[config.mk]
export PLATFORM = sky130hd
export DESIGN_NAME = uart_tx_fifo
export DESIGN_NICKNAME = d
export VERILOG_FILES = /design/src/rtl/uart_tx_fifo.sv
export SDC_FILE = /design/constraint.sdc
export NUM_CORES = 1
export LEC_CHECK = 0
export CORE_ASPECT_RATIO = 0.75
export CORE_MARGIN = 4
export CORE_UTILIZATION = 45
export CTS_CLUSTER_SIZE = 12
export DETAILED_ROUTE_END_ITERATION = 8
export DONT_BUFFER_PORTS = 1
export SLEW_MARGIN = 5
export SYNTH_ARGS = -nofsm -noshare
export SYNTH_HDL_FRONTEND = slang
export SYNTH_SLANG_ARGS = --single-unit
[constraint.sdc]
create_clock -name clk -period 2.3 [get_ports clk]
set_input_delay 0.115 -clock clk [delete_from_list [all_inputs] [get_ports clk]]
set_output_delay 0.115 -clock clk [all_outputs]
set_load 0.02 [all_outputs]
[src/rtl/uart_tx_fifo.sv]
// UART transmitter with a small byte FIFO: sends 8N1 frames back-to-back.
module uart_tx_fifo #(
  parameter int unsigned BAUD_DIV   = 2604,
  parameter int unsigned FIFO_DEPTH = 4
) (
  input  logic       clk,
  input  logic       rst,
  input  logic       trmt,
  input  logic [7:0] tx_data,
  output logic       TX,
  output logic       tx_done,
  output logic       busy,
  output logic       full,
  output logic       empty,
  output logic       overflow
);

  localparam int unsigned PtrW  = $clog2(FIFO_DEPTH);
  localparam int unsigned CntW  = PtrW + 1;
  localparam int unsigned BaudW = $clog2(BAUD_DIV);

  typedef enum logic {StIdle, StTransmit} state_e;

  // FIFO storage and bookkeeping
  logic [7:0]      r_mem [FIFO_DEPTH];
  logic [PtrW-1:0] r_wptr, r_rptr;
  logic [CntW-1:0] r_count;
  logic [CntW-1:0] w_count_d;
  logic            r_full, r_empty, r_overflow;
  logic            w_push, w_pop;

  // Transmit datapath and control
  state_e           r_state, w_state_d;
  logic [9:0]       r_shift, w_shift_d;
  logic [BaudW-1:0] r_baud, w_baud_d;
  logic [3:0]       r_bit, w_bit_d;
  logic             r_done, w_done_d;

  // A push is refused whenever full, even if the FSM pops on the same edge.
  assign w_push = trmt & ~r_full;

  // Occupancy after this edge; full/empty are registered from it.
  always_comb begin
    w_count_d = r_count;
    if (w_push && !w_pop) begin
      w_count_d = r_count + CntW'(1);
    end else if (!w_push && w_pop) begin
      w_count_d = r_count - CntW'(1);
    end
  end

  // Capture the byte at the push edge so later tx_data changes are ignored.
  always_ff @(posedge clk) begin
    if (w_push) begin
      r_mem[r_wptr] <= tx_data;
    end
  end

  // FIFO pointers, count, flags and sticky overflow.
  always_ff @(posedge clk or posedge rst) begin
    if (rst) begin
      r_wptr     <= '0;
      r_rptr     <= '0;
      r_count    <= '0;
      r_full     <= 1'b0;
      r_empty    <= 1'b1;
      r_overflow <= 1'b0;
    end else begin
      if (w_push) r_wptr <= r_wptr + PtrW'(1);
      if (w_pop)  r_rptr <= r_rptr + PtrW'(1);
      r_count <= w_count_d;
      r_full  <= (w_count_d == CntW'(FIFO_DEPTH));
      r_empty <= (w_count_d == '0);
      if (trmt && r_full) r_overflow <= 1'b1;
    end
  end

  // Next-state logic: load from FIFO head, shift each bit period, chain frames.
  always_comb begin
    w_state_d = r_state;
    w_shift_d = r_shift;
    w_baud_d  = r_baud;
    w_bit_d   = r_bit;
    w_done_d  = 1'b0;
    w_pop     = 1'b0;
    unique case (r_state)
      StIdle: begin
        if (!r_empty) begin
          w_pop     = 1'b1;
          w_shift_d = {1'b1, r_mem[r_rptr], 1'b0};
          w_baud_d  = '0;
          w_bit_d   = '0;
          w_state_d = StTransmit;
        end
      end
      StTransmit: begin
        if (r_baud == BaudW'(BAUD_DIV - 1)) begin
          w_baud_d  = '0;
          w_shift_d = {1'b1, r_shift[9:1]};
          w_bit_d   = r_bit + 4'd1;
          // Stop bit period complete
          if (r_bit == 4'd9) begin
            w_done_d = 1'b1;
            w_bit_d  = '0;
            if (!r_empty) begin
              w_pop     = 1'b1;
              w_shift_d = {1'b1, r_mem[r_rptr], 1'b0};
            end else begin
              w_state_d = StIdle;
            end
          end
        end else begin
          w_baud_d = r_baud + BaudW'(1);
        end
      end
      default: w_state_d = StIdle;
    endcase
  end

  // Transmit state registers; shifter resets to all ones so TX idles high.
  always_ff @(posedge clk or posedge rst) begin
    if (rst) begin
      r_state <= StIdle;
      r_shift <= '1;
      r_baud  <= '0;
      r_bit   <= '0;
      r_done  <= 1'b0;
    end else begin
      r_state <= w_state_d;
      r_shift <= w_shift_d;
      r_baud  <= w_baud_d;
      r_bit   <= w_bit_d;
      r_done  <= w_done_d;
    end
  end

  assign TX       = r_shift[0];
  assign tx_done  = r_done;
  assign busy     = (r_state == StTransmit);
  assign full     = r_full;
  assign empty    = r_empty;
  assign overflow = r_overflow;

endmodule

==> results.toml, run 1 <==
[sta]
max_freq_mhz = 457
rsz0062_at_grt = "false"
fin_tns_setup_ns = 0
setup_viol = 0
finalCritPeriodShare_pct = 95.2
skew_ns = 0.0106
maxSlewViolCount = 0
min_period_ns = 2.19
worst_pin_slew_ns = 0.596
hold_viol_final = 0
maxSlewHeadroom_pct = 60.3

[drt]
wirelength_mm = 5.46
drc = 0
ant_nets = 0
vias_per_cell = 5.25
detail_route.wl_per_cell_um = 15.4
first_pass_iters = 4
drt_iter0_drc = 114
vias = 1859

[worst_hold_path]
min_path_type = "input pin to register"
hold_path_depth = 4

[synth]
synth_area_leaders = "edfxtp_1 (31%), dfrtp_1 (22%), dfstp_2 (8.4%)"
yosysUniqueCellTypes = 46
synth_ff_type = "edfxtp_1"
seq_area_frac_synth_pct = 60.7
synth_async_sr_flop_share_pct = 53.6
yosys_register_bits = 69
synth_common_cells = "edfxtp_1 (32), o21ai_0 (30), dfrtp_1 (27)"
postSynthNetCount = 264
synth-edff-count = 32
netlist.area_leader.share_pct = 30.7
ys_warn_count = 0
synth.most_common_cell = "edfxtp_1"
synth_area_per_cell_sq_um = 12.8
synth_top_cell_by_area = "edfxtp_1"
synth_cells = 244
synth_area_sq_um = 3130

[clock_tree]
clk_pin_slew_ns = 0.08
cts_buffers = 9
cts_setup_buffers = 0
cts-root-buf = "clkbuf_8"
clk_latency_ns = 0.34
cts_tree = "built"
clock-sinks = 69
cts_max_level = 3
clockBufferDepth = 2

[floorplan]
die_h_um = 80.2
die_w_um = 104
pin_count = 17
rows = 26
initial_core_util_pct = 46.0
core_sq_um = 6800
die-area_sq_um = 8370

[setup_path]
crit_arrival_ns = 2.41
rr_worst_depth = 5
crit_cells = 5
crit_chain = "or4b_1 -> o41a_1 -> nand2b_4 -> a41oi_1 -> nor2_1"
path_class = "register to register"
slowest_stage = "o41a_1"
worstPathMaxFanout = 8
worst_setup_path_start_kind = "register"
path_delay_family = "compound AO/OA/AOI/OAI gates"
crit_path_end_kind = "register"
max_stage_delay_ns = 0.57
worstPathRequired_ns = 2.52
path_buf_inv = 0

[placed_design]
dp_hpwl_mm = 3.66
portBuffers = 0
place_congestion = 0.760
dp_cells = 328

[final_layout]
fin_nets = 285
drive_gt1_share_pct = 19.6
fin_cells = 354
area_growth_pct = 13.1
antenna_cells = 0
nFillCells = 578

[grt]
grt_overflow = 0
antenna_found_initial = 0
grt_pass1_vias = 1838
grt_first_pass_wirelength_mm = 9.56
grt_use_total_pct = 14.6
grt_max_degree = 38

[power_and_ir_drop]
ir_drop_mv = 0.610
p_total_mw = 2.99
leakage_nw = 1.40
pwr_density_cell_nw_per_um2 = 845

[run_status]
outcome = "completed"

[job]
drv_cap = 0
-- metrics by stage --
step / cell area, sq um / utilization [%] / hold slack, ns / setup WS, ns
final: 3540 / 52.1 / 0.219 / 0.110
after global routing: 3540 / 52.1 / 0.222 / 0.0209
after CTS: 3540 / 52.1 / 0.206 / 0.0753
after detailed placement: 3250 / 47.8 / 0.157 / 0.0832
after global placement: 3250 / 47.8 / 0.151 / 0.129
after floorplan: 3130 / - / 0.214 / 0.237
-- placed cells by master (no fill, tap or decap), types with 6 or more instances in the layout --
cell and count:
dfrtp_1 27, ha_1 9, clkbuf_8 9, dlygate4sd3_1 10
buf_4 9, and2_1 6, mux4_2 8, inv_1 12
o21ai_0 30, nand2_1 26, edfxtp_1 32, mux2i_1 9
xnor2_1 6, nor2_1 12, dfstp_2 10
-- tightest hold or removal path, stage by stage --
cell and delay (ns):
or2b_2 0.19, nand2b_4 0.06, nand2_1 0.06, a31oi_1 0.08
-- cell families after synthesis --
| kind of cell | synth area share [%] |
|---|---|
| AOI/OAI and AO/OA | 8.35 |
| xor gates and xnor gates | 2.24 |
| adders and majority gates | 3.60 |
| buffers and inverters | 3.08 |
| DFF | 60.7 |
| muxes | 8.63 |
| and+or+nand+nor | 13.4 |
-- final timing paths --
path | endpoint | slack (ns) | startpoint
worst max-delay path | full | 0.11 | r_baud[4]
worst min-delay path | r_count[1] | 0.22 | trmt
worst max register to register | full | 0.11 | r_baud[4]
worst min register to register | r_shift[1] | 0.48 | r_shift[1]
max in group asynchronous | r_shift[6] | 1.59 | rst
min in group asynchronous | r_baud[7] | 0.35 | rst
-- report_power, final --
group	internal [mW]	switching (mW)	total, mW
Sequential	1.50	0.127	1.63
Clock	0.417	0.518	0.936
Combinational	0.177	0.250	0.427
-- sequential cells by signal (all words and copies together), names as in the netlist, 2 cells and up --
name     flops
r_count      3
r_rptr       2
r_baud      12
r_bit        4
r_shift      9
r_mem       32
r_wptr       2
-- layout make-up --
| type | instances | area [sq um] | area share, % |
|---|---|---|---|
| Sequential cell | 69 | 1900 | 53.6 |
| Multi-Input combinational cell | 154 | 1130 | 32.0 |
| Timing Repair Buffer | 19 | 168 | 4.73 |
| Clock buffer | 9 | 124 | 3.50 |
| Tap cell | 84 | 105 | 2.97 |
| Clock inverter | 7 | 65.1 | 1.84 |
| Inverter | 12 | 45.0 | 1.27 |
-- per-layer routing --
metal / share of wire [%] / track usage, %
met1: 54 / 21.5
met2: 42 / 21.1
met3: 3.6 / 4.18
met4: 0.73 / 3.98
met5: 0 / 0
-- repair_timing --
item / CTS / global route
setup endpoints to repair: 0 / 1
gates resized for setup: 0 / 0
hold buffers: 10 / 0
hold endpoints to repair: 60 / 0
No activity file was read; power rests on OpenSTA's default activity.
==> run 2: changes to the inputs <==
==> constraint.sdc (replaced) <==
create_clock -name clk -period 2.5 [get_ports clk]
set_input_delay 0.125 -clock clk [delete_from_list [all_inputs] [get_ports clk]]
set_output_delay 0.125 -clock clk [all_outputs]
set_load 0.02 [all_outputs]
==> run 2 against run 1 <==
Compared with the run above:
- worst setup slack better by 0.19 ns
- core utilization down 0.092 points
- non-clock buffer count shrank 3
- cell count decreased by 0.85%
- clock skew decreased by 0.0040 ns
- worst hold slack worse by 0.027 ns
- critical path type unchanged
- via count rose by 0.27%
- combinational power decreased by 8.4%
- critical path depth stayed put
- sequential share of layout area increased by 0.095 points
==> results.toml, run 2 (synthesized netlist as in run 1, its figures left out) <==
[floorplan]
die-area_sq_um = 8370
die_h_um = 80.2
die_w_um = 104
pin_count = 17
core_sq_um = 6800
initial_core_util_pct = 46.0
rows = 26

[grt]
grt_overflow = 0
grt_pass1_vias = 1887
antenna_found_initial = 0
grt_max_degree = 38
grt_first_pass_wirelength_mm = 9.63
grt_use_total_pct = 14.9

[final_layout]
fin_nets = 282
largest_registers = "r_mem x32, r_baud x12, r_shift x9"
area_growth_pct = 12.9
largest_reg_flops = 32
mostFrequentLayoutCell = "edfxtp_1"
drive_gt1_share_pct = 18.7
design_area_sq_um = 3530
final_core_util_pct = 52.0
antenna_cells = 0
final_cell_mix = "edfxtp_1 (32), o21ai_0 (30), dfrtp_1 (27), nand2_1 (26)"
regMostFlops = "r_mem"

[setup_path]
rr_worst_depth = 5
path_delay_family = "simple AND/OR/NAND/NOR gates"
worstPathRequired_ns = 2.73
crit_chain = "or4b_4 -> o41a_1 -> nand2b_4 -> a41oi_1 -> nor2_1"
crit_arrival_ns = 2.43
crit_path_end_kind = "register"
reg2reg_setup_slack_ns = 0.30
worst_setup_path_start_kind = "register"
max_stage_delay_ns = 0.58
worstPathMaxFanout = 7
path_class = "register to register"
slowest_stage = "or4b_4"
path_buf_inv = 0
r2r_start = "r_baud[6]"
r2r-end = "full"

[drt]
wl_met2_mm = 2.46
detail_route.wl_per_cell_um = 16.0
first_pass_iters = 6
vias = 1864
ant_nets = 0
met3_length_um = 222
wl_met1_mm = 2.88
top_layer = "met4"
vias_per_cell = 5.31
wirelength_mm = 5.60
drc = 0
drt_iter0_drc = 87

[clock_tree]
cts-root-buf = "clkbuf_8"
cts_buffers = 9
clockBufferDepth = 2
cts_tree = "built"
cts_setup_buffers = 0
cts_max_level = 3
clock-sinks = 69
cts_resized = 0
clk_latency_ns = 0.34
clk_pin_slew_ns = 0.08
cts_hold_buf = 10

[sta]
worst_pin_slew_ns = 0.626
worst_slack_ns = 0.299
min_period_ns = 2.20
maxSlewViolCount = 0
fin_tns_setup_ns = 0
skew_ns = 0.00665
hold_viol_final = 0
holdWs_ns = 0.192
max_freq_mhz = 454
rsz0062_at_grt = "false"
setup_viol = 0
finalCritPeriodShare_pct = 88.1
maxSlewHeadroom_pct = 58.2

[placed_design]
dp_hpwl_mm = 3.59
portBuffers = 0
dp_slack_ns = 0.299
place_congestion = 0.769
postPlaceCellArea_sq_um = 3230

[power_and_ir_drop]
leakage_nw = 1.40
pwr_density_cell_nw_per_um2 = 803
ir_drop_mv = 0.631

[worst_hold_path]
whs_endpoint = "r_wptr[0]"
min_path_type = "input pin to register"
hold_path_depth = 2
hp-start = "trmt"

[job]
drv_cap = 0

[run_status]
outcome = "completed"
## run 2: cell count changes in the layout (fill, tap and decap cells not counted)
cell,previous run,this run
buf_4,9,6
bufinv_16,0,1
clkinv_2,0,1
clkinvlp_4,1,0
inv_8,2,1
## run 2: worst max-delay path by stage
stage | startpoint | to | slack [ns] | depth (start not counted)
3_5_place_dp | r_baud[6] | full | 0.30 | 5
5_1_grt | r_baud[6] | empty | 0.19 | 6
4_1_cts | r_baud[6] | full | 0.28 | 5
6_report | r_baud[6] | full | 0.30 | 5
3_3_place_gp | r_baud[6] | full | 0.33 | 5
2_1_floorplan | r_baud[6] | full | 0.44 | 6
## run 2: metal layers
| metal | vias to the layer above | track usage [%] |
|---|---|---|
| met1 | 914 | 20.3 |
| met3 | 2 | 5.30 |
| met2 | 25 | 22.4 |
| met4 | 0 | 4.91 |
| met5 | - | 0 |
| li1 | 923 | - |
## run 2: worst register-to-register path, cell delays in order, from the launching register on
cell	delay, ns
dfrtp_1	0.42
or4b_4	0.58
o41a_1	0.57
nand2b_4	0.20
a41oi_1	0.26
nor2_1	0.06
## run 2: cell type report
class	instances	area [sq um]
sequential	69	1900
inverter	12	45.0
tap	84	105
timing repair buffer	16	145
multi-input combinational	154	1130
fill	586	3260
clock inverter	7	81.3
clock buffer	9	124
## run 2: report_power, final
part           leakage, nW  total, mW  internal [mW]  switching (mW)
Clock                0.106      0.944          0.476           0.467
Sequential           0.739       1.50           1.38           0.119
Combinational        0.556      0.391          0.158           0.233
Total                 1.40       2.84           2.02           0.819
## run 2: stage by stage
| stage | instances | power (mW) |
|---|---|---|
| 3_5_place_dp | 325 | 1.91 |
| 6_report | 351 | 2.84 |
| 3_3_place_gp | 325 | 1.90 |
| 4_1_cts | 351 | 2.87 |
| 2_1_floorplan | 244 | 1.80 |
| 5_1_grt | 351 | 3.00 |
==> run 3: changes to the inputs <==
--- a/config.mk
+++ b/config.mk
@@ -11,6 +11,7 @@
 export CTS_CLUSTER_SIZE = 12
 export DETAILED_ROUTE_END_ITERATION = 8
 export DONT_BUFFER_PORTS = 1
+export MAX_ROUTING_LAYER = met4
 export SLEW_MARGIN = 5
 export SYNTH_ARGS = -nofsm -noshare
 export SYNTH_HDL_FRONTEND = slang
==> run 3 against run 2 <==
Compared with the run above:
- global-route usage is 0.46 points higher
- via count is 0.11% higher
- critical path type unchanged
- largest cell class unchanged
- final area stayed put
- clock power is 0.5% higher
- first-iteration DRC count is 10% lower
- register-to-register slack hardly changed
==> results.toml, run 3 (synthesized netlist as in run 1, its figures left out) <==
[run_status]
outcome = "completed"

[grt]
grt_overflow = 0
grt_use_total_pct = 15.4
grt_first_pass_wirelength_mm = 9.65
grt_pass1_vias = 1883
grt_max_degree = 38
antenna_found_initial = 0

[power_and_ir_drop]
p_switching_mw = 0.825
power_frac_comb_pct = 13.8
p_total_mw = 2.84
swShare_pct = 29.0
pwr-share-clk_pct = 33.4
power.internal_mw = 2.02
pwr-share-seq_pct = 52.8
leakage_nw = 1.40
ir_drop_mv = 0.638
pwr_density_cell_nw_per_um2 = 804

[clock_tree]
cts_resized = 0
clk_pin_slew_ns = 0.08
cts_hold_buf = 10
clock-sinks = 69
clk_latency_ns = 0.34
cts-root-buf = "clkbuf_8"
cts_tree = "built"
cts_buffers = 9
cts_setup_buffers = 0
clockBufferDepth = 2
cts_max_level = 3

[drt]
ant_nets = 0
wirelength_mm = 5.62
first_pass_iters = 7
drt_iter0_drc = 78
vias = 1866
drc = 0
detail_route.wl_per_cell_um = 16.0
vias_per_cell = 5.32

[placed_design]
dp_hpwl_mm = 3.59
portBuffers = 0
dp_slack_ns = 0.299
postPlaceCellArea_sq_um = 3230
place_congestion = 0.779
dp_cells = 325

[floorplan]
initial_core_util_pct = 46.0
core_sq_um = 6800
rows = 26
die_w_um = 104
die_h_um = 80.2
die-area_sq_um = 8370
pin_count = 17

[worst_hold_path]
min_path_type = "input pin to register"

[sta]
hold_viol_final = 0
max_freq_mhz = 455
maxSlewViolCount = 0
worst_slack_ns = 0.301
finalCritPeriodShare_pct = 88.0
fin_tns_setup_ns = 0
min_period_ns = 2.20
worst_pin_slew_ns = 0.627
maxSlewHeadroom_pct = 58.1
setup_viol = 0
skew_ns = 0.00694
holdWs_ns = 0.187
rsz0062_at_grt = "false"

[final_layout]
antenna_cells = 0
area_growth_pct = 12.9
largest_registers = "r_mem x32, r_baud x12, r_shift x9"
fin_cells = 351
fin_nets = 282
nFillCells = 586
design_area_sq_um = 3530
final_core_util_pct = 52.0
largest_reg_flops = 32
drive_gt1_share_pct = 18.7
mostFrequentLayoutCell = "edfxtp_1"
final_cell_mix = "edfxtp_1 (32), o21ai_0 (30), dfrtp_1 (27), nand2_1 (26)"
regMostFlops = "r_mem"

[setup_path]
worstPathMaxFanout = 7
path_class = "register to register"
worstPathRequired_ns = 2.74
worst_setup_path_start_kind = "register"
crit_path_end_kind = "register"
crit_arrival_ns = 2.43

[job]
drv_cap = 0
## run 3: cell counts in the layout (fill, tap and decap cells not counted)
No cell type changed its count.
## run 3: final cells by class
type	instances	area [sq um]	area share, %
timing repair buffer	16	145	4.11
multi-input combinational	154	1130	32.1
sequential	69	1900	53.7
clock inverter	7	81.3	2.30
clock buffer	9	124	3.50
inverter	12	45.0	1.27
tap	84	105	2.97
## run 3: power by group through the flow
stage | Sequential (mW) | Clock [mW] | Combinational [mW]
floorplan | 1.49 | 0 | 0.311
global placement | 1.52 | 0 | 0.375
detailed placement | 1.53 | 0 | 0.383
CTS | 1.51 | 0.967 | 0.399
global route | 1.52 | 1.02 | 0.449
finish | 1.50 | 0.949 | 0.392
## run 3: per-layer routing
layer,vias up,share of wire [%],GRT usage [%]
met3,4,3.9,5.30
li1,923,-,-
met2,27,43,22.4
met5,-,0,-
met1,912,52,20.4
met4,0,0.98,4.91
## run 3: worst paths after layout
path	slack [ns]	depth (start not counted)	from	end
max	0.30	5	r_baud[6]	full
min	0.19	2	trmt	r_wptr[0]
max reg2reg	0.30	5	r_baud[6]	full
min reg2reg	0.48	2	r_shift[1]	r_shift[0]
max in group asynchronous	1.80	3	rst	r_shift[8]
min in group asynchronous	0.34	3	rst	tx_done
## run 3: critical path, cell delays in order, from the launching register on
cell and delay [ns]:
dfrtp_1 0.42, or4b_4 0.58, o41a_1 0.57, nand2b_4 0.20, a41oi_1 0.26, nor2_1 0.06
